## config.mk

```make
export PLATFORM = sky130hd
export DESIGN_NAME = bram_bist_engine
export DESIGN_NICKNAME = d
export VERILOG_FILES = /design/src/rtl/bram_bist_engine.sv
export SDC_FILE = /design/constraint.sdc
export NUM_CORES = 1
export LEC_CHECK = 0
export ABC_AREA = 1
export BUFFER_PORTS_ARGS = -buffer_cell sky130_fd_sc_hd__buf_2
export CAP_MARGIN = 20
export CORE_MARGIN = 5
export CORE_UTILIZATION = 58
export DETAILED_ROUTE_END_ITERATION = 8
export PLACE_DENSITY = 0.93
export SETUP_SLACK_MARGIN = 0.5
export SYNTH_ARGS = -nofsm -noshare
export SYNTH_HDL_FRONTEND = slang
export SYNTH_SLANG_ARGS = --single-unit
```

## constraint.sdc

```tcl
create_clock -name clk -period 5.7 [get_ports clk]
set_clock_uncertainty 0.1 [all_clocks]
set_input_delay 1.14 -clock clk [delete_from_list [all_inputs] [get_ports clk]]
set_output_delay 1.14 -clock clk [all_outputs]
set_load 0.05 [all_outputs]
```

## src/rtl/bram_bist_engine.sv

```systemverilog
// BIST engine for one write/read port pair of a split BRAM.
// It writes an address-derived pattern over a window of addresses, reads the
// window back and counts the words that do not match.
//
// state   | meaning
// --------+------------------------------------------------------------
// S_IDLE  | out of reset, every output low, waiting for start
// S_WRITE | one write per cycle, ADDR_BASE up to the last address
// S_READ  | one read per cycle over the same window, addresses tracked
// S_DRAIN | RD_LATENCY cycles with REN low while the last reads compare
// S_DONE  | result held (done/pass/err_cnt); start runs the test again
module bram_bist_engine #(
  parameter int ADDR_WIDTH = 10,
  parameter int DATA_WIDTH = 18,
  parameter int ADDR_BASE  = 0,
  parameter int DEPTH      = 512,
  parameter int SEED       = 0,
  parameter int RD_LATENCY = 1
) (
  input  logic                  clk,
  input  logic                  rst_n,
  input  logic                  start,
  output logic                  busy,
  output logic                  done,
  output logic                  pass,
  output logic [15:0]           err_cnt,
  output logic [ADDR_WIDTH-1:0] first_err_addr,
  output logic                  WEN,
  output logic [ADDR_WIDTH-1:0] WR_ADDR,
  output logic [DATA_WIDTH-1:0] WDATA,
  output logic                  REN,
  output logic [ADDR_WIDTH-1:0] RD_ADDR,
  input  logic [DATA_WIDTH-1:0] RDATA
);

  typedef enum logic [2:0] {
    S_IDLE,
    S_WRITE,
    S_READ,
    S_DRAIN,
    S_DONE
  } state_t;

  localparam logic [ADDR_WIDTH-1:0] ADDR_FIRST = ADDR_WIDTH'(ADDR_BASE);
  // End of the window is found by equality, so the counter never has to wrap.
  localparam logic [ADDR_WIDTH-1:0] ADDR_LAST  = ADDR_WIDTH'(ADDR_BASE + DEPTH - 1);
  localparam logic [1:0]            DRAIN_INIT = 2'(RD_LATENCY - 1);

  state_t                  state_q, state_d;
  logic                    busy_q, busy_d;
  logic                    done_q, done_d;
  logic                    pass_q, pass_d;
  logic [15:0]             err_cnt_q, err_cnt_d;
  logic [ADDR_WIDTH-1:0]   first_err_q, first_err_d;
  logic                    wen_q, wen_d;
  logic [ADDR_WIDTH-1:0]   wr_addr_q, wr_addr_d;
  logic [DATA_WIDTH-1:0]   wdata_q, wdata_d;
  logic                    ren_q, ren_d;
  logic [ADDR_WIDTH-1:0]   rd_addr_q, rd_addr_d;
  logic [1:0]              drain_cnt_q, drain_cnt_d;

  // Expected-address pipeline: entry 0 is loaded on the edge that raises REN,
  // so the tail lines up with the RDATA sample RD_LATENCY edges later.
  logic                    pipe_vld_q  [RD_LATENCY];
  logic                    pipe_vld_d  [RD_LATENCY];
  logic [ADDR_WIDTH-1:0]   pipe_addr_q [RD_LATENCY];
  logic [ADDR_WIDTH-1:0]   pipe_addr_d [RD_LATENCY];

  logic                    mismatch;

  function automatic logic [DATA_WIDTH-1:0] pat(input logic [ADDR_WIDTH-1:0] a);
    logic [31:0] v;
    v = 32'(a) + 32'(SEED);
    return DATA_WIDTH'(v | (v << 20) | 32'h0005_5000);
  endfunction

  // Shift the expected-address pipeline alongside the read issue.
  always_comb begin
    pipe_vld_d[0]  = ren_d;
    pipe_addr_d[0] = rd_addr_d;
    for (int i = 1; i < RD_LATENCY; i++) begin
      pipe_vld_d[i]  = pipe_vld_q[i-1];
      pipe_addr_d[i] = pipe_addr_q[i-1];
    end
  end

  // Next-state, output and result logic.
  always_comb begin
    state_d     = state_q;
    busy_d      = busy_q;
    done_d      = done_q;
    pass_d      = pass_q;
    err_cnt_d   = err_cnt_q;
    first_err_d = first_err_q;
    wen_d       = 1'b0;
    wr_addr_d   = wr_addr_q;
    wdata_d     = wdata_q;
    ren_d       = 1'b0;
    rd_addr_d   = rd_addr_q;
    drain_cnt_d = drain_cnt_q;

    // 4-state compare so an X on RDATA is reported as a mismatch.
    mismatch = pipe_vld_q[RD_LATENCY-1] &&
               (RDATA !== pat(pipe_addr_q[RD_LATENCY-1]));
    if (mismatch) begin
      if (err_cnt_q != 16'hFFFF) begin
        err_cnt_d = err_cnt_q + 16'd1;
      end
      if (err_cnt_q == 16'd0) begin
        first_err_d = pipe_addr_q[RD_LATENCY-1];
      end
    end

    case (state_q)
      S_IDLE, S_DONE: begin
        if (start) begin
          state_d     = S_WRITE;
          busy_d      = 1'b1;
          done_d      = 1'b0;
          pass_d      = 1'b0;
          err_cnt_d   = 16'd0;
          first_err_d = '0;
          wen_d       = 1'b1;
          wr_addr_d   = ADDR_FIRST;
          wdata_d     = pat(ADDR_FIRST);
        end
      end
      S_WRITE: begin
        if (wr_addr_q == ADDR_LAST) begin
          state_d   = S_READ;
          ren_d     = 1'b1;
          rd_addr_d = ADDR_FIRST;
        end else begin
          wen_d     = 1'b1;
          wr_addr_d = wr_addr_q + ADDR_WIDTH'(1);
          wdata_d   = pat(wr_addr_q + ADDR_WIDTH'(1));
        end
      end
      S_READ: begin
        if (rd_addr_q == ADDR_LAST) begin
          state_d     = S_DRAIN;
          drain_cnt_d = DRAIN_INIT;
        end else begin
          ren_d     = 1'b1;
          rd_addr_d = rd_addr_q + ADDR_WIDTH'(1);
        end
      end
      S_DRAIN: begin
        if (drain_cnt_q == 2'd0) begin
          state_d = S_DONE;
          busy_d  = 1'b0;
          done_d  = 1'b1;
          pass_d  = (err_cnt_d == 16'd0);
        end else begin
          drain_cnt_d = drain_cnt_q - 2'd1;
        end
      end
      default: state_d = S_IDLE;
    endcase
  end

  // Register all state and outputs; reset forces everything back to idle.
  always_ff @(posedge clk or negedge rst_n) begin
    if (!rst_n) begin
      state_q     <= S_IDLE;
      busy_q      <= 1'b0;
      done_q      <= 1'b0;
      pass_q      <= 1'b0;
      err_cnt_q   <= 16'd0;
      first_err_q <= '0;
      wen_q       <= 1'b0;
      wr_addr_q   <= '0;
      wdata_q     <= '0;
      ren_q       <= 1'b0;
      rd_addr_q   <= '0;
      drain_cnt_q <= 2'd0;
      for (int i = 0; i < RD_LATENCY; i++) begin
        pipe_vld_q[i]  <= 1'b0;
        pipe_addr_q[i] <= '0;
      end
    end else begin
      state_q     <= state_d;
      busy_q      <= busy_d;
      done_q      <= done_d;
      pass_q      <= pass_d;
      err_cnt_q   <= err_cnt_d;
      first_err_q <= first_err_d;
      wen_q       <= wen_d;
      wr_addr_q   <= wr_addr_d;
      wdata_q     <= wdata_d;
      ren_q       <= ren_d;
      rd_addr_q   <= rd_addr_d;
      drain_cnt_q <= drain_cnt_d;
      for (int i = 0; i < RD_LATENCY; i++) begin
        pipe_vld_q[i]  <= pipe_vld_d[i];
        pipe_addr_q[i] <= pipe_addr_d[i];
      end
    end
  end

  assign busy           = busy_q;
  assign done           = done_q;
  assign pass           = pass_q;
  assign err_cnt        = err_cnt_q;
  assign first_err_addr = first_err_q;
  assign WEN            = wen_q;
  assign WR_ADDR        = wr_addr_q;
  assign WDATA          = wdata_q;
  assign REN            = ren_q;
  assign RD_ADDR        = rd_addr_q;

endmodule

```

### Yosys cells after proc, flatten, opt, wreduce, memory -nomap -nowiden

Index checks and enable logic that the tools add are counted.
W data, S select, Z words.

| cells by class | value |
|---|---|
| bitwise operators | 2 |
| equal/unequal tests | 15 |
| $add $sub $neg | 4 |
| multiplexer cells | 39 |
| reduce and logical (&&, ||, !) cells | 15 |

Operators with widths:

| kind | count |
|---|---|
| $mux W10 | 8 |
| $mux W16 | 4 |
| $pmux W10 S2 | 2 |
| $mux W18 | 2 |
| $pmux W18 S2 | 1 |
| $logic_not A16 Y1 | 2 |
| $add A10 B1 Y10 const B | 2 |
| $eq A10 B9 Y1 const B | 2 |
| $or A10 B1 Y10 const B | 2 |
| $nex A18 B17 Y1 | 1 |
| $add A16 B1 Y16 const B | 1 |
| $ne A16 B16 Y1 const B | 1 |
| $ne A2 B2 Y1 const B | 7 |
| $mux W3 | 4 |
| $pmux W3 S4 | 1 |
| $reduce_and A3 Y1 | 4 |
| $pmux W1 S2 | 5 |
| $mux W1 | 9 |
| $reduce_bool A2 Y1 | 4 |
| $eq A3 B2 Y1 const B | 2 |
| $mux W2 | 2 |
| $pmux W2 S2 | 1 |
| $reduce_and A4 Y1 | 1 |
| $eq A3 B1 Y1 const B | 1 |
| 6 further kinds | 6 |

| storage, ports and cells | value |
|---|---|
| logic and storage cells | 87 |
| register bits after elaboration | 74 |
| input bits | 21 |
| output and inout port bits | 69 |

### Longest topological paths before layout

Gate-level depths: netlist of the first run.

| depth | value |
|---|---|
| word-level depth | 7 |
| mapped depth | 16 |
| depth with buffers taken out | 16 |

### Worst setup path after synthesis of the first run

Ideal clock, no wire load.

| timing path | value |
|---|---|
| path type | input port to flip-flop |
| start | in RDATA[13] |
| end | reg pass_q (netlist: pass) |
| library setup time | 118 ps |
| setup slack | 3327 ps |
| required time | 5482 ps |
| path buffers | 1 |
| stages on the path | 15 |
| arrival | 2155 ps |
| cell sequence | inv_1 > nand2_1 > nor2_1 > nand2_1 > nor2_1 > nand3_2 > nand2_2 > buf_6 > nand2_1 > nand2_1 > nor2_1 > nand3_1 > nor2_1 > nand2_1 > nand2_1 |

| on the way | value |
|---|---|
| longest elaborated chain between the ends | 6 |

Ends and longest elaborated chain:

| element | RTL line | source |
|---|---|---|
| start: declaration | 33 | `input logic [DATA_WIDTH-1:0] RDATA` |
| $nex A18 B17 Y1 | 104 | `(RDATA !== pat(pipe_addr_q[RD_LATENCY-1]));` |
| $logic_and A1 B1 Y1 | 103 | `mismatch = pipe_vld_q[RD_LATENCY-1] &&` |
| $mux W16 | 105 | `if (mismatch) begin` |
| $logic_not A16 Y1 | 153 | `pass_d = (err_cnt_d == 16'd0);` |
| $mux W1 | 149 | `if (drain_cnt_q == 2'd0) begin` |
| $pmux W1 S2 | 114 | `case (state_q)` |
| end signal: assignment | 185 | `pass_q <= pass_d;` |
| end: declaration | 52 | `logic pass_q, pass_d;` |

No other way between the ends. The select of a mux whose other input is x is not followed.
A chain may end at the register's enable or synchronous reset.

### Final worst setup path of the first run

| timing path | value |
|---|---|
| start | in RDATA[13] |
| end | reg first_err_q[4] (netlist: first_err_addr[4]) |

| on the way | value |
|---|---|
| longest elaborated chain between the ends | 5 |

Ends and longest elaborated chain:

| element | RTL line | source |
|---|---|---|
| $nex A18 B17 Y1 (*) | 104 |  |
| $logic_and A1 B1 Y1 (*) | 103 |  |
| $mux W10 (*) | 105 |  |
| $mux W10 | 116 | `if (start) begin` |
| $mux W10 (*) | 114 |  |
| named net first_err_d[4] | 54 | `logic [ADDR_WIDTH-1:0] first_err_q, first_err_d;` |
| end signal: assignment | 187 | `first_err_q <= first_err_d;` |
| end: declaration | 54 |  |

The timed path passes the listed nets; every way through them passes the cells marked *.

==> impl_metrics.csv, run 1 <==
group,metric,value,unit
outcome,outcome,"completed",
routing,remaining_drc_errors,0,
sta,hold_viol,0,
logic_synthesis,syn_area,3660,um2
routing,routed-via-count,3599,
grt,grt_pass1_wl,15300,um
logic_synthesis,ys_async_sr_fraction,100,%
finish,antenna_cells,0,
finish,finalNetCount,603,
critical_path,path_buf_inv,3,
grt,antenna_found_initial,0,
clocking,htree_num_levels,3,
clocking,post_cts_resized,0,
sta,drv_slew,0,
sta,min_period,3.03,ns
critical_path,crit_chain,"buf_2, inv_1, nand2_1, nor2_1, nand2_1, nor2_1, nand3_2, nand2_2, inv_2, nand2_1, o21ai_0, a21oi_1",
sta,tns,0,ns
floorplan,die_y,89.4,um
sta,finalSetupViolations,0,
critical_path,cp-end-kind,"register",
logic_synthesis,synthCells,509,
grt,grt_overflow_total,0,
grt,grt_usage,24.9,%
critical_path,max_stage_delay,0.45,ns
critical_path,cp_top_family,"simple AND/OR/NAND/NOR gates",
power_and_ir_drop,p_leak,2.20,nW
critical_path,crit_path_start,"RDATA[13]",
floorplan,ios,90,
logic_synthesis,synth.most_common_cell,"nand2_1",
finish,fin_util,66.8,%
sta,period_share,53.1,%
routing,final_antenna_net_count,0,
critical_path,r2r-start,"pipe_addr_q[0]",
placement,portBuffers,84,
clocking,post-cts-setup-buffers,0,
clocking,cts_tree,"yes",
floorplan,die_area,8000,um2
logic_synthesis,synth_top_area_cell,"dfrtp_1",
placement,place_hpwl,6910,um
min_path,holdCritPathClass,"register to register",
sta,relSlewSlack,51.7,%
floorplan,core,6240,um2
floorplan,initial_core_util,58.6,%
sta,rsz0062_at_grt,"false",
grt,grt_pass1_vias,3319,
logic_synthesis,ys_seq_area_share,39.0,%
clocking,cts_max_path_buffers,2,
clocking,clk_pin_slew,0.07,ns
placement,place_congestion,0.970,
critical_path,critPathLaunchType,"input port",
sta,max_freq,0.330,GHz
sta,fin_hold_ws,0.388,ns
floorplan,die_w,89.4,um
grt,grt_max_degree,58,
clocking,cts_buffers,9,
finish,layout-drive-gt1-share,23.0,%
logic_synthesis,yosysWarnings,0,
routing,post_drt_wl_per_cell,14.2,um
power_and_ir_drop,ir_worst_vdd,418,uV
critical_path,path_class,"input port to register",
critical_path,crit_path_max_fanout,20,
logic_synthesis,synthFlopType,"dfrtp_1",
power_and_ir_drop,powerDensity,435,nW/um2
clocking,clock_latency,0.34,ns
routing,routed_wl,9350,um
clocking,cts_hold_buf,0,
critical_path,crit_path_frequent_cell,"nand2_1",
clocking,clock_sinks,57,
routing,vias_per_cell,5.46,
critical_path,worstPathRequired,5.86,ns
logic_synthesis,synthTopCellsByArea,"dfrtp_1 39%, nand2_1 13%, inv_1 7.1%",
logic_synthesis,yosys-top-cells-count,"124 x nand2_1, 69 x inv_1, 57 x dfrtp_1",
critical_path,arrival,3.19,ns
routing,firstDrtPassIters,5,
min_path,min_from,"done",
floorplan,num_rows,29,
routing,drt_iter0_markers,208,
logic_synthesis,synth_top_cell_area_share,39.0,%
logic_synthesis,synth-edff-count,0,
sta,worst_pin_slew,0.724,ns
job,cap_violations,0,
critical_path,cp_slowest_cell,"nand2_1",
logic_synthesis,syn_area_per_cell,7.19,um2
logic_synthesis,ys_ff_latch,57,
logic_synthesis,yosysUniqueCellTypes,34,
finish,area.growth.synth_to_final,13.9,%
clocking,cts-root-buf,"clkbuf_8",
[sequential cells by signal (all words and copies together) (netlist names), 2 cells and up]
name            count
WR_ADDR             9
drain_cnt_q         2
err_cnt            16
pipe_addr_q        10
state_q             3
WDATA               2
first_err_addr     10
[worst paths after layout]
| path | endpoint | slack [ns] | depth (start not counted) |
|---|---|---|---|
| hold reg to reg | done | 0.39 | 2 |
| setup reg to reg | first_err_addr[4] | 3.07 | 11 |
| min in group asynchronous | WR_ADDR[3] | 0.83 | 2 |
| hold / removal | done | 0.39 | 2 |
| setup / recovery | first_err_addr[4] | 2.67 | 12 |
| max in group asynchronous | first_err_addr[8] | 4.18 | 2 |
[metrics by stage]
step | instances | instance area, um2 | worst slack, ns | power (mW)
2_1_floorplan | 513 | 3670 | 3.33 | 1.25
3_3_place_gp | 643 | 3960 | 2.48 | 1.37
3_5_place_dp | 643 | 3960 | 2.35 | 1.40
4_1_cts | 659 | 4170 | 2.69 | 1.82
5_1_grt | 659 | 4170 | 2.45 | 1.92
6_report | 659 | 4170 | 2.67 | 1.81
[report_power, final]
part	internal, mW	total (mW)	switching [mW]
logic	0.198	0.805	0.607
registers	0.495	0.597	0.103
clock network	0.245	0.410	0.164
total	0.938	1.81	0.874
[area by class of cell]
class	count	area (um2)
fillers	509	2070
multi-input cells	347	1720
flip-flops and latches	57	1430
repair buffers	85	428
inverters	77	289
clock buffers	11	131
well taps	77	96.3
clock inverters	5	80.1
[metal layers]
metal	global-route usage [%]	vias up	wire, um
li1	-	1719	-
met1	31.7	1697	3770
met2	40.9	161	4630
met3	5.35	22	733
met4	10.6	0	209
met5	0	-	0
[worst register-to-register path, stage by stage (launching register included)]
cell and delay, ns:
dfrtp_1 0.45, inv_2 0.11, nand2_1 0.05, nand2_1 0.06, nand2_1 0.05, nor2_1 0.19
nand3_2 0.32, nand2_2 0.32, inv_2 0.10, nand2_1 0.45, o21ai_0 0.19, a21oi_1 0.17
[logic make-up (layout without fill, tap and decap cells)]
| logic type | count (synthesis) | count (layout) | share of synthesized area [%] |
|---|---|---|---|
| AO/OA/AOI/OAI | 65 | 65 | 9.17 |
| XOR/XNOR | 11 | 11 | 3.25 |
| adder cells (fa/ha/maj) | 5 | 5 | 1.71 |
| buffers and inverters | 109 | 178 | 14.5 |
| flip-flops | 57 | 57 | 39.0 |
| other | 1 | 5 | 0.103 |
| AND/OR/NAND/NOR | 261 | 261 | 32.3 |
[placed cells by master, fill, tap and decap left out, drive strengths merged]
cell / count
buf: 85
o21ai: 29
conb: 5
or2: 5
nor3b: 1
inv: 75
ha: 5
clkinv: 3
clkinvlp: 2
nor2: 57
xor2: 5
nand2: 130
clkbuf: 11
xnor2: 6
o22ai: 1
nor3: 11
nor4: 1
nand4: 10
nand3: 46
bufinv: 2
a21oi: 33
dfrtp: 57
a211oi: 1
o221a: 1
(Power assumes the default switching activity.)
==> inputs of run 2 (changes only) <==
Settings changed: CORE_UTILIZATION 58 to 54, PLACE_DENSITY 0.93 to 0.88.
Clock period 5.7 ns to 2.8 ns, I/O delays scaled along.
==> run 2 against run 1 <==
  * Sequential cell count is the same
  * Count of clock-buffer cells in the layout increased by 1
  * Final cell count grew 0.61%
  * Register-to-register slack worse by 2.4 ns
  * Final area grew 0.84%
  * Total power is 100% higher
  * Utilization down 3.9 points
  * Setup slack worse by 2.0 ns
==> impl_metrics.csv, run 2 (synthesis results as in run 1) <==
group,metric,value,unit
finish,antenna_cells,0,
routing,drt_iter0_markers,180,
finish,area.growth.synth_to_final,14.9,%
critical_path,critPathLaunchType,"register",
routing,post_drt_wl_per_cell,13.9,um
sta,max_freq,0.475,GHz
critical_path,cp_top_family,"simple AND/OR/NAND/NOR gates",
power_and_ir_drop,switching_share,48.6,%
floorplan,die_w,92.3,um
clocking,cts_hold_buf,0,
clocking,cts-root-buf,"clkbuf_8",
routing,routed_wl,9240,um
placement,place_hpwl,7040,um
min_path,holdCritPathClass,"input port to async pin",
critical_path,worstPathRequired,2.96,ns
critical_path,rrSetupSlack,0.69,ns
grt,grt_pass1_wl,15400,um
clocking,clock_sinks,57,
grt,antenna_found_initial,0,
clocking,clk_pin_slew,0.06,ns
critical_path,rr_worst_depth,14,
routing,final_antenna_net_count,0,
sta,period_share,75.3,%
critical_path,crit_chain,"ha_2, nand3_1, inv_2, nand2_1, inv_2, nand2_2, nand3_1, nand3_2, nand2_1, nor2_1, nand3_1, nor2_1, nand2_1, nand2_1",
floorplan,die_area,8520,um2
routing,vias_per_cell,5.32,
clocking,clock_latency,0.33,ns
critical_path,cp-end-kind,"register",
floorplan,ios,90,
power_and_ir_drop,ir_worst_vdd,728,uV
critical_path,cp_slowest_cell,"dfrtp_2",
sta,min_period,2.11,ns
sta,timing.final.ws_setup,0.693,ns
clocking,post-cts-setup-buffers,0,
placement,portBuffers,84,
placement,dp_slack,0.380,ns
placement,place_area,3980,um2
power_and_ir_drop,combPwrFrac,45.7,%
sta,tns,0,ns
critical_path,reg2reg_to,"pass",
clocking,cts_tree,"yes",
grt,grt_usage,22.3,%
grt,grt_max_degree,41,
grt,grt_overflow_total,0,
routing,remaining_drc_errors,0,
routing,firstDrtPassIters,5,
placement,place_congestion,0.903,
finish,largest_reg_flops,16,
power_and_ir_drop,seqPwrFrac,33.6,%
routing,routed-via-count,3526,
finish,instances_no_fill,663,
clocking,cts_buffers,9,
critical_path,max_stage_delay,0.46,ns
floorplan,initial_core_util,54.8,%
critical_path,r2r-start,"err_cnt[0]",
finish,finalNetCount,605,
sta,hold_viol,0,
critical_path,crit_path_max_fanout,11,
finish,fin_util,62.9,%
power_and_ir_drop,clockPowerShare,20.7,%
clocking,htree_num_levels,3,
sta,relSlewSlack,40.6,%
critical_path,path_buf_inv,2,
critical_path,arrival,2.27,ns
finish,layout-drive-gt1-share,24.5,%
power_and_ir_drop,p_leak,2.21,nW
placement,dp.cells,648,
critical_path,crit_path_frequent_cell,"nand2_1",
sta,finalSetupViolations,0,
grt,grt_pass1_vias,3414,
power_and_ir_drop,powerDensity,871,nW/um2
sta,rsz0062_at_grt,"false",
finish,final_common_cell,"nand2_1",
floorplan,die_y,92.3,um
floorplan,core,6680,um2
power_and_ir_drop,p_int,1.88,mW
clocking,cts_max_path_buffers,2,
critical_path,path_class,"register to register",
power_and_ir_drop,switchingPower,1.78,mW
outcome,outcome,"completed",
job,cap_violations,0,
finish,design_area,4200,um2
floorplan,num_rows,30,
sta,drv_slew,0,
critical_path,critical_path_depth,14,
sta,worst_pin_slew,0.891,ns
finish,mostFrequentLayoutCells,"121 x nand2_1, 84 x buf_2, 69 x inv_1",
run 2: cell types whose count changed in the layout (fill, tap and decap cells not counted):
cell | before | now
dfrtp_1 | 57 | 55
ha_1 | 5 | 4
clkbuf_1 | 2 | 1
nor3b_1 | 1 | 0
bufinv_16 | 2 | 1
nand2_1 | 124 | 121
ha_2 | 0 | 1
nand2_4 | 0 | 3
clkinv_2 | 1 | 2
nor3b_2 | 0 | 1
clkbuf_8 | 9 | 11
clkinvlp_4 | 2 | 0
dfrtp_2 | 0 | 2
buf_4 | 1 | 3
run 2: how the worst max path moves through the flow:
| stage | start | endpoint | slack [ns] |
|---|---|---|---|
| 2_1_floorplan | err_cnt[1] | pass | 0.62 |
| 3_3_place_gp | RDATA[17] | first_err_addr[7] | 0.49 |
| 3_5_place_dp | RDATA[17] | first_err_addr[2] | 0.38 |
| 4_1_cts | pipe_addr_q[0] | first_err_addr[2] | 0.56 |
| 5_1_grt | pipe_addr_q[0] | state_q[0] | 0.52 |
| 6_report | err_cnt[0] | pass | 0.69 |
run 2: per-layer routing:
| metal | wire length (um) | vias up | global-route usage, % | part of all wire [%] |
|---|---|---|---|---|
| li1 | - | 1729 | - | - |
| met1 | 3870 | 1627 | 27.9 | 42 |
| met2 | 4580 | 153 | 38.1 | 50 |
| met3 | 647 | 17 | 4.96 | 7.0 |
| met4 | 144 | 0 | 7.55 | 1.6 |
| met5 | 0 | - | 0 | 0 |
run 2: area by class of cell:
type                    instances  area, um2
fillers                       565       2480
multi-input cells             347       1750
flip-flops and latches         57       1430
repair buffers                 87        443
inverters                      77        289
clock buffers                  12        155
well taps                      80        100
clock inverters                 3       40.0
run 2: power groups by stage:
stage | Combinational, mW | Sequential (mW) | Clock, mW
2_1_floorplan | 0.888 | 1.66 | 0
3_3_place_gp | 1.58 | 1.22 | 0
3_5_place_dp | 1.63 | 1.23 | 0
4_1_cts | 1.65 | 1.22 | 0.773
5_1_grt | 1.82 | 1.25 | 0.804
6_report | 1.67 | 1.23 | 0.758
run 2: timing repair:
action / CTS / global route
endpoints found under the setup margin: 1 / 16
endpoints found under the hold margin: 0 / 0
gates resized for setup: 1 / 9
run 2: worst register-to-register path, cell delays in order, from the launching register on:
cell and delay (ns):
dfrtp_2 0.46, ha_2 0.25, nand3_1 0.12, inv_2 0.07
nand2_1 0.09, inv_2 0.05, nand2_2 0.19, nand3_1 0.16
nand3_2 0.10, nand2_1 0.06, nor2_1 0.11, nand3_1 0.08
nor2_1 0.10, nand2_1 0.06, nand2_1 0.06
run 2: metrics by stage:
step | total power [mW] | hold WS [ns]
after floorplan | 2.55 | 0.164
after global placement | 2.80 | 0.369
after detailed placement | 2.86 | 0.382
after CTS | 3.64 | 0.275
after global routing | 3.88 | 0.323
final | 3.66 | 0.254
==> inputs of run 3 (changes only) <==
Settings changed: CORE_UTILIZATION 54 to 49, PLACE_DENSITY 0.88 to 0.84.
Clock period 2.8 ns to 1.78 ns, I/O delays scaled along.
==> run 3 against run 2 <==
  * The flow now stops in global routing (5_1_grt)
  * Synthesized cell count stayed put
  * Area after synthesis stayed put
==> impl_metrics.csv, run 3 <==
group,metric,value,unit
outcome,outcome,"aborted with a tool error",
outcome,stop_stage,"global routing (5_1_grt)",
outcome,error_line,"[ERROR DPL-0038] Utilization greater than 100%, impossible to legalize",
floorplan,ios,90,
placement,place_congestion,0.942,
floorplan,num_rows,31,
clocking,htree_num_levels,3,
logic_synthesis,yosysUniqueCellTypes,34,
clocking,clock_sinks,57,
logic_synthesis,synthCells,509,
floorplan,initial_core_util,50.4,%
logic_synthesis,yosysWarnings,0,
sta,worstEpCategory,"sequential cell input",
clocking,cts_buffers,9,
placement,place_hpwl,8260,um
clocking,cts-root-buf,"clkbuf_8",
placement,dp.cells,746,
clocking,cts_max_path_buffers,2,
grt,grt_max_degree,58,
placement,portBuffers,84,
logic_synthesis,synth_top_cell_area_share,39.0,%
logic_synthesis,ys_seq_area_share,39.0,%
logic_synthesis,synth_top_area_cell,"dfrtp_1",
logic_synthesis,synth.most_common_cell,"nand2_1",
placement,place_area,4770,um2
logic_synthesis,yosys-top-cells-count,"124 x nand2_1, 69 x inv_1, 57 x dfrtp_1",
floorplan,die_y,96.4,um
logic_synthesis,synthFlopType,"dfrtp_1",
logic_synthesis,syn_area_per_cell,7.19,um2
logic_synthesis,synthTopCellsByArea,"dfrtp_1 39%, nand2_1 13%, inv_1 7.1%",
logic_synthesis,syn_area,3660,um2
floorplan,die_w,96.4,um
logic_synthesis,ys_ff_latch,57,
logic_synthesis,synth-edff-count,0,
sta,crit_endpoint,"WDATA[9]$_DFFE_PN0P_/D",
logic_synthesis,ys_async_sr_fraction,100,%
[run 3: cell counts after synthesis]
No cell type changed its count.
[run 3: timing repair]
item	4_1_cts
hold buffers	1
setup buffers	26
gates cloned	1
endpoints found under the hold margin	57
gates resized for setup	326
pin swaps	45
setup endpoints to repair	121
[run 3: cells by family after synthesis]
logic type	synth area share, %
AOI/OAI and AO/OA	9.17
xor gates and xnor gates	3.25
adders and majority gates	1.71
buffers and inverters	14.5
DFF	39.0
other	0.103
and+or+nand+nor	32.3
[run 3: through the flow]
step / setup slack, ns / TNS [ns]
4_1_cts: -0.0954 / -0.169
3_3_place_gp: -0.116 / -0.704
2_1_floorplan: -0.100 / -0.416
3_5_place_dp: -0.196 / -0.899
==> inputs of run 4 (changes only) <==
Settings changed: CORE_UTILIZATION 49 to 40, PLACE_DENSITY 0.84 to not set, PLACE_DENSITY_LB_ADDON set to 0.15, SETUP_SLACK_MARGIN 0.5 to not set.
Clock period 1.78 ns to 2.3 ns, I/O delays scaled along.
==> run 4 against run 3 <==
  * The flow now finishes without violations
==> impl_metrics.csv, run 4 (synthesis results as in run 1) <==
group,metric,value,unit
finish,register_area,1430,um2
sta,tns,0,ns
critical_path,cp-end-kind,"register",
sta,finalSetupViolations,0,
placement,place_hpwl,7470,um
outcome,outcome,"completed",
critical_path,crit_path_frequent_cell,"nand2_1",
finish,final_common_cell,"nand2_1",
routing,firstDrtPassIters,4,
placement,dp_slack,0.138,ns
critical_path,rr_worst_depth,15,
placement,portBuffers,84,
grt,grt_max_degree,58,
sta,hold_viol,0,
routing,vias_per_cell,4.95,
job,cap_violations,0,
clocking,cts_tree,"yes",
sta,max_freq,0.484,GHz
critical_path,path_buf_inv,2,
routing,remaining_drc_errors,0,
clocking,clock_sinks,57,
clocking,cts_max_path_buffers,2,
placement,place_area,4110,um2
critical_path,cp_top_family,"simple AND/OR/NAND/NOR gates",
routing,routed_wl,9860,um
power_and_ir_drop,p_total,4.50,mW
grt,grt_usage,18.1,%
floorplan,die_w,106,um
placement,dp.cells,688,
finish,largest_reg_flops,16,
grt,grt_pass1_vias,3389,
placement,place_congestion,0.937,
power_and_ir_drop,p_leak,2.27,nW
grt,grt_pass1_wl,16400,um
critical_path,crit_path_start,"err_cnt[0]",
routing,routed-via-count,3479,
finish,antenna_cells,0,
min_path,holdCritPathClass,"input port to async pin",
critical_path,crit_chain,"ha_1, nand3_1, inv_2, nand2_1, inv_2, nand2_1, nor2_1, nand3_1, nand2_1, nand2_1, nor2_1, nand2_1, nor2_1, nand2_1, nand2_1",
power_and_ir_drop,ir_worst_vdd,581,uV
floorplan,initial_core_util,41.5,%
routing,post_drt_wl_per_cell,14.0,um
sta,drv_slew,0,
floorplan,core,8810,um2
critical_path,reg2reg_to,"pass",
sta,timing.final.ws_setup,0.234,ns
routing,final_antenna_net_count,0,
grt,grt_overflow_total,0,
floorplan,die_area,11200,um2
finish,mostFrequentLayoutCells,"123 x nand2_1, 84 x buf_2, 69 x inv_1",
clocking,cts_buffers,9,
sta,rsz0062_at_grt,"false",
floorplan,die_y,106,um
finish,area.growth.synth_to_final,17.7,%
finish,finalNetCount,617,
finish,fillers,886,
floorplan,ios,90,
critical_path,arrival,2.25,ns
power_and_ir_drop,powerDensity,1040,nW/um2
clocking,post-cts-setup-buffers,0,
critical_path,cp_slowest_cell,"dfrtp_1",
critical_path,rrSetupSlack,0.23,ns
clocking,clock_latency,0.33,ns
critical_path,path_class,"register to register",
critical_path,crit_path_max_fanout,6,
finish,instances_no_fill,703,
routing,drt_iter0_markers,147,
critical_path,worstPathRequired,2.48,ns
finish,layout-drive-gt1-share,25.2,%
grt,antenna_found_initial,0,
clocking,cts-root-buf,"clkbuf_8",
floorplan,num_rows,34,
critical_path,critPathLaunchType,"register",
critical_path,max_stage_delay,0.43,ns
finish,multi_input_area,1720,um2
sta,period_share,89.8,%
sta,min_period,2.07,ns
finish,design_area,4310,um2
critical_path,r2r-start,"err_cnt[0]",
clocking,htree_num_levels,3,
clocking,clk_pin_slew,0.08,ns
==> run 4: worst max-delay path by stage <==
stage / to / slack, ns / cells after the start
6_report: pass / 0.23 / 15
5_1_grt: pass / 0.02 / 15
4_1_cts: pass / 0.12 / 14
3_5_place_dp: pass / 0.14 / 14
3_3_place_gp: pass / 0.16 / 14
2_1_floorplan: pass / 0.12 / 15
==> run 4: metrics by stage <==
stage / utilization (%) / hold slack (ns)
2_1_floorplan: - / 0.0644
3_3_place_gp: 46.7 / 0.366
3_5_place_dp: 46.7 / 0.371
4_1_cts: 48.9 / 0.0295
5_1_grt: 48.9 / 0.0383
6_report: 48.9 / 0.0250
==> run 4: area by class of cell <==
| class | instances | area share, % |
|---|---|---|
| well taps | 108 | 3.14 |
| multi-input cells | 347 | 39.9 |
| inverters | 77 | 6.71 |
| clock buffers | 9 | 2.88 |
| clock inverters | 6 | 1.60 |
| flip-flops and latches | 57 | 33.1 |
| repair buffers | 99 | 12.7 |
==> run 4: what timing repair did <==
action                                  4_1_cts  5_1_grt
hold buffers                                  0        0
gates resized for setup                       0        1
endpoints found under the setup margin        0        1
==> run 4: where the power goes <==
group	leakage (nW)	internal (mW)	switching (mW)
sequential	0.758	1.23	0.192
clock	0.0957	0.500	0.445
combinational	1.41	0.562	1.58
==> run 4: worst reg2reg max path, stage by stage, from the launching register on <==
cell,delay (ns)
dfrtp_1,0.43
ha_1,0.26
nand3_1,0.13
inv_2,0.10
nand2_1,0.08
inv_2,0.07
nand2_1,0.05
nor2_1,0.16
nand3_1,0.10
nand2_1,0.09
nand2_1,0.05
nor2_1,0.10
nand2_1,0.10
nor2_1,0.09
nand2_1,0.05
nand2_1,0.05
==> run 4: routing by layer <==
| layer | global-route usage, % | wire length (um) | vias up | share of wire, % |
|---|---|---|---|---|
| li1 | - | - | 1752 | - |
| met1 | 22.3 | 4240 | 1592 | 43 |
| met2 | 31.7 | 4820 | 119 | 49 |
| met3 | 4.46 | 657 | 16 | 6.7 |
| met4 | 4.90 | 137 | 0 | 1.4 |
| met5 | 0 | 0 | - | 0 |
